==> config.mk <==
export PLATFORM = sky130hd
export DESIGN_NAME = hazard_ctrl
export DESIGN_NICKNAME = d
export VERILOG_FILES = /design/src/rtl/hazard_ctrl.sv
export SDC_FILE = /design/constraint.sdc
export NUM_CORES = 1
export LEC_CHECK = 0
export CAP_MARGIN = 20
export CORE_MARGIN = 2
export CORE_UTILIZATION = 30
export CTS_CLUSTER_DIAMETER = 40
export DETAILED_ROUTE_END_ITERATION = 10
export DONT_BUFFER_PORTS = 1
export GPL_ROUTABILITY_DRIVEN = 0
export PLACE_DENSITY_LB_ADDON = 0.25
export SLEW_MARGIN = 20
export SYNTH_ARGS = -nofsm -noshare
export SYNTH_HDL_FRONTEND = slang
export SYNTH_SLANG_ARGS = --single-unit
export TNS_END_PERCENT = 5
==> constraint.sdc <==
create_clock -name CLK -period 2.25 [get_ports CLK]
set_clock_uncertainty 0.05 [all_clocks]
set_input_delay 0.45 -clock CLK [delete_from_list [all_inputs] [get_ports CLK]]
set_output_delay 0.45 -clock CLK [all_outputs]
set_load 0.05 [all_outputs]
==> src/rtl/hazard_ctrl.sv <==
// Pipeline hazard controller for the RV32I 5-stage core: load-use stalls,
// EX-resolved redirects with multi-cycle fetch flush, data-memory freezes.
module hazard_ctrl #(
    parameter int FLUSH_CYCLES = 1,
    parameter int CNT_W        = 16
) (
    input  logic             CLK,
    input  logic             rst,
    input  logic [4:0]       id_rs1,
    input  logic [4:0]       id_rs2,
    input  logic             id_use_rs1,
    input  logic             id_use_rs2,
    input  logic [4:0]       ex_rd,
    input  logic             ex_is_load,
    input  logic             ex_redirect,
    input  logic             mem_busy,
    output logic             EN_PC,
    output logic             if_id_en,
    output logic             id_ex_en,
    output logic             NOP_Ins,
    output logic             if_id_flush,
    output logic             id_ex_flush,
    output logic [CNT_W-1:0] stall_cnt,
    output logic [CNT_W-1:0] flush_cnt
);

    typedef enum logic [1:0] {
        INIT  = 2'd0,
        RUN   = 2'd1,
        FLUSH = 2'd2
    } state_t;

    // Redirect cycle itself is the first flush cycle, FLUSH covers the rest.
    localparam logic [2:0] FLUSH_LOAD = 3'(FLUSH_CYCLES - 1);

    state_t     state_q;
    state_t     state_d;
    logic [2:0] fcnt_q;
    logic [2:0] fcnt_d;
    logic       hz;
    logic       rs1_hit;
    logic       rs2_hit;
    logic       stall_inc;
    logic       flush_inc;

    function automatic logic [CNT_W-1:0] sat_inc(input logic [CNT_W-1:0] v);
        return (&v) ? v : v + CNT_W'(1);
    endfunction

    // x0 is hardwired to zero, so a load targeting it never creates a hazard.
    always_comb begin
        rs1_hit = id_use_rs1 && (id_rs1 == ex_rd);
        rs2_hit = id_use_rs2 && (id_rs2 == ex_rd);
        hz      = ex_is_load && (ex_rd != 5'd0) && (rs1_hit || rs2_hit);
    end

    always_ff @(posedge CLK) begin
        if (rst) begin
            state_q <= INIT;
            fcnt_q  <= 3'd0;
        end else begin
            state_q <= state_d;
            fcnt_q  <= fcnt_d;
        end
    end

    always_comb begin
        state_d     = state_q;
        fcnt_d      = fcnt_q;
        EN_PC       = 1'b1;
        if_id_en    = 1'b1;
        id_ex_en    = 1'b1;
        NOP_Ins     = 1'b0;
        if_id_flush = 1'b0;
        id_ex_flush = 1'b0;
        stall_inc   = 1'b0;
        flush_inc   = 1'b0;

        if (rst) begin
            EN_PC       = 1'b0;
            if_id_en    = 1'b0;
            NOP_Ins     = 1'b1;
            if_id_flush = 1'b1;
            id_ex_flush = 1'b1;
            state_d     = INIT;
            fcnt_d      = 3'd0;
        end else begin
            case (state_q)
                INIT: begin
                    EN_PC       = 1'b0;
                    if_id_en    = 1'b0;
                    NOP_Ins     = 1'b1;
                    if_id_flush = 1'b1;
                    id_ex_flush = 1'b1;
                    state_d     = RUN;
                end

                RUN: begin
                    if (mem_busy) begin
                        // Freeze, not bubble: pending redirect/hazard is retried once busy drops.
                        EN_PC     = 1'b0;
                        if_id_en  = 1'b0;
                        id_ex_en  = 1'b0;
                        stall_inc = 1'b1;
                    end else if (ex_redirect) begin
                        NOP_Ins     = 1'b1;
                        if_id_flush = 1'b1;
                        id_ex_flush = 1'b1;
                        flush_inc   = 1'b1;
                        if (FLUSH_CYCLES > 1) begin
                            state_d = FLUSH;
                            fcnt_d  = FLUSH_LOAD;
                        end
                    end else if (hz) begin
                        EN_PC     = 1'b0;
                        if_id_en  = 1'b0;
                        NOP_Ins   = 1'b1;
                        stall_inc = 1'b1;
                    end
                end

                FLUSH: begin
                    NOP_Ins     = 1'b1;
                    if_id_flush = 1'b1;
                    if (mem_busy) begin
                        EN_PC     = 1'b0;
                        if_id_en  = 1'b0;
                        id_ex_en  = 1'b0;
                        stall_inc = 1'b1;
                    end else begin
                        flush_inc = 1'b1;
                        if (fcnt_q <= 3'd1) begin
                            state_d = RUN;
                            fcnt_d  = 3'd0;
                        end else begin
                            fcnt_d = fcnt_q - 3'd1;
                        end
                    end
                end

                default: begin
                    state_d = INIT;
                    fcnt_d  = 3'd0;
                end
            endcase
        end
    end

    always_ff @(posedge CLK) begin
        if (rst) begin
            stall_cnt <= '0;
            flush_cnt <= '0;
        end else begin
            if (stall_inc) stall_cnt <= sat_inc(stall_cnt);
            if (flush_inc) flush_cnt <= sat_inc(flush_cnt);
        end
    end

endmodule

==> flow_metrics.env <==
export IMPL_status="finished, final reports clean"
export IMPL_wirelength_mm=4.46
export IMPL_ir_worst_vdd_uv=255
export IMPL_boundaryPins=60
export IMPL_switching_share_pct=24.0
export IMPL_cts_resized=0
export IMPL_final_cells=325
export IMPL_syn_inst=211
export IMPL_grt_max_degree=36
export IMPL_pwr_share_comb_pct=8.1
export IMPL_min_period_ps=2160
export IMPL_setup_ws_ps=91.0
export IMPL_nFillCells=604
export IMPL_cp_end_kind="output port"
export IMPL_syn_area_um2=1810
export IMPL_setup_worst_path_start_class="input port"
export IMPL_synthXorXnorAreaFrac_pct=12.1
export IMPL_r2r_end="stall_cnt[11]$_SDFFE_PP0P_"
export IMPL_synth_cell_type_count=44
export IMPL_synth_net_count=235
export IMPL_fp_dieH_um=81.6
export IMPL_rows=28
export IMPL_ant_nets=0
export IMPL_grt_pass1_vias=1573
export IMPL_hold_class="in2reg"
export IMPL_leakage_nw=0.877
export IMPL_cts_sinks=33
export IMPL_synth_compound_area_share_pct=12.8
export IMPL_place_inst=317
export IMPL_vias=1664
export IMPL_grt_pass1_wl_mm=7.05
export IMPL_htreeDepth=2
export IMPL_required_ps=1750
export IMPL_synth_simple_area_share_pct=30.3
export IMPL_fp_coreArea_um2=5890
export IMPL_critPathCapture="EN_PC"
export IMPL_dieArea_um2=6660
export IMPL_tightest_slew_ps=461
export IMPL_power_switching_mw=0.285
export IMPL_start_util_pct=30.7
export IMPL_diodes=0
export IMPL_cts_setup_buffers=0
export IMPL_clk_latency_ps=290
export IMPL_synth_area_mux_share_pct=3.53
export IMPL_timing_rr_start="stall_cnt[3]$_SDFFE_PP0P_"
export IMPL_hold_buffers=0
export IMPL_grt_use_total_pct=13.7
export IMPL_cts_tree="done"
export IMPL_drive_gt1_share_pct=25.2
export IMPL_clkTransAtPathRegs_ps=70
export IMPL_clkPwrFrac_pct=42.3
export IMPL_area_growth_syn_to_layout_pct=27.1
export IMPL_path_class="in2out"
export IMPL_power_density_nw_per_um2=516
export IMPL_hold_viol=0
export IMPL_cts_max_path_buffers=2
export IMPL_p_int_mw=0.900
export IMPL_drt_wirelength_per_cell_um=13.7
export IMPL_period_share_pct=96.0
export IMPL_hold_depth=1
export IMPL_synth_top_family_by_area="simple AND/OR/NAND/NOR gates"
export IMPL_ys_seq_elements=33
export IMPL_cts_root_buffer="clkbuf_8"
export IMPL_num_nets_final=273
export IMPL_drt_iter0_markers=48
export IMPL_grt_ovfl_total=0
export IMPL_seqPwrFrac_pct=49.6
export IMPL_path_max_fanout=3
export IMPL_post_route_cell_area_um2=2300
export IMPL_io_buffers=0
export IMPL_ys_seq_area_share_pct=36.6
export IMPL_via_per_inst=5.12
export IMPL_setup_viol=0
export IMPL_slew_headroom_pct=69.2
export IMPL_die_x_um=81.6
export IMPL_cp_arrival_ps=1660
export IMPL_synth_adder_area_share_pct=1.39
export IMPL_grt_setup_unrepaired="no"
export IMPL_yosysWarnings=0
export IMPL_pre_cts_slack_ps=86.4
export IMPL_hpwlAfterDp_mm=3.38
export IMPL_maxCapViolCount=0
export IMPL_dr_pass1_iters=4
export IMPL_drc=0
export IMPL_numCtsBuffers=5
export IMPL_max_freq_mhz=463
export IMPL_cp_startpoint="ex_rd[0]"
export IMPL_final_max_slew_violation_count=0
export IMPL_rrSetupSlack_ps=170
export IMPL_r2r_cells=5
export IMPL_finalPower_mw=1.18
export IMPL_antenna_found_initial=0
export IMPL_syn_area_per_cell_um2=8.56
export IMPL_dpl_cell_area_um2=2170
==> final cells by class <==
| class | instances | area, um^2 | share of cell area (%) |
|---|---|---|---|
| sequential | 33 | 661 | 28.8 |
| clock inverter | 1 | 5.00 | 0.218 |
| tap | 75 | 93.8 | 4.09 |
| timing repair buffer | 39 | 305 | 13.3 |
| clock buffer | 7 | 96.3 | 4.20 |
| inverter | 4 | 15.0 | 0.654 |
| multi-input combinational | 166 | 1120 | 48.8 |
==> power groups by stage <==
| stage | combinational (mW) | clock (mW) | sequential (mW) |
|---|---|---|---|
| 6_report | 0.0955 | 0.501 | 0.588 |
| 5_1_grt | 0.103 | 0.544 | 0.588 |
| 4_1_cts | 0.0937 | 0.521 | 0.588 |
| 3_5_place_dp | 0.0932 | 0 | 0.602 |
| 3_3_place_gp | 0.0927 | 0 | 0.602 |
| 2_1_floorplan | 0.0747 | 0 | 0.609 |
==> worst min path at each step <==
stage                                 end                 startpoint
2_1_floorplan  stall_cnt[14]$_SDFFE_PP0P_                        rst
3_3_place_gp    stall_cnt[5]$_SDFFE_PP0P_  stall_cnt[5]$_SDFFE_PP0P_
3_5_place_dp    stall_cnt[5]$_SDFFE_PP0P_  stall_cnt[5]$_SDFFE_PP0P_
4_1_cts        stall_cnt[10]$_SDFFE_PP0P_                        rst
5_1_grt         stall_cnt[5]$_SDFFE_PP0P_                        rst
6_report       stall_cnt[11]$_SDFFE_PP0P_                        rst
==> synthesized netlist by cell type <==
cell type,n,area [um^2]
a211o_1,1,8.76
a21oi_1,11,55.1
a21oi_2,2,17.5
a221oi_2,1,15.0
a31oi_2,1,12.5
and2_2,1,7.51
and2b_1,2,15.0
and3_1,6,37.5
and3_2,3,22.5
and4_1,6,52.6
buf_1,1,3.75
buf_4,2,15.0
buf_6,1,11.3
clkbuf_1,4,15.0
dfxtp_1,33,661
ha_1,2,25.0
inv_1,2,7.51
inv_2,2,7.51
mux2_1,2,22.5
mux2_2,1,11.3
mux2i_1,3,30.0
nand2_1,17,63.8
nand2_2,1,6.26
nand2b_1,1,6.26
nand3_1,14,70.1
nand4_1,8,50.1
nor2_1,21,78.8
nor2b_1,2,12.5
nor3_1,3,15.0
nor4_1,2,12.5
nor4b_2,1,15.0
o211ai_1,1,7.51
o21a_1,1,7.51
o21ai_0,6,30.0
o221ai_1,1,8.76
o22ai_1,1,6.26
o311ai_0,1,8.76
o31ai_1,6,45.0
o41ai_1,1,8.76
or3_1,4,25.0
or4_1,6,45.0
or4_4,1,11.3
xnor2_1,12,105
xor2_1,13,114
==> sequential cells by signal (all words and copies together), names as in the netlist <==
name,cells
stall_cnt,16
flush_cnt,16
state_q,1
==> stage by stage <==
stage	setup TNS, ps	hold WS, ps	util [%]
final	0	168	39.0
after global routing	0	150	39.0
after CTS	0	162	38.6
after detailed placement	0	450	36.9
after global placement	0	438	36.9
after floorplan	-268	617	-
==> worst max-delay path, cell delays in order <==
cell and delay, ps:
or4_4 510, o21a_1 200, nand2_1 80, nor2_1 70, nor3_4 140, buf_12 200
==> layer usage <==
layer  vias to the layer above  part of all wire [%]  global-route usage (%)
li1                        840                     -                       -
met2                        54                    47                    23.4
met4                         0                   1.7                    5.67
met3                         7                   8.4                    4.07
met1                       763                    42                    16.0
met5                         -                     0                       0
==> layout by cell type, fill, tap and decap left out, drive strengths merged, types with 6 or more instances in the layout <==
cell,count
buf,39
dfxtp,33
nor2,21
nand2,18
nand3,14
xor2,13
a21oi,13
xnor2,12
and3,9
nand4,8
clkbuf,7
or4,7
and4,6
o31ai,6
o21ai,6
==> kinds of logic (layout without fill, tap and decap cells) <==
kind of cell,count (synthesis),after routing
DFF,33,33
and+or+nand+nor,99,99
AOI/OAI and AO/OA,34,34
buffers and inverters,12,51
adders and majority gates,2,2
xor gates and xnor gates,25,25
muxes,6,6
No activity file was read; power rests on OpenSTA's default activity.
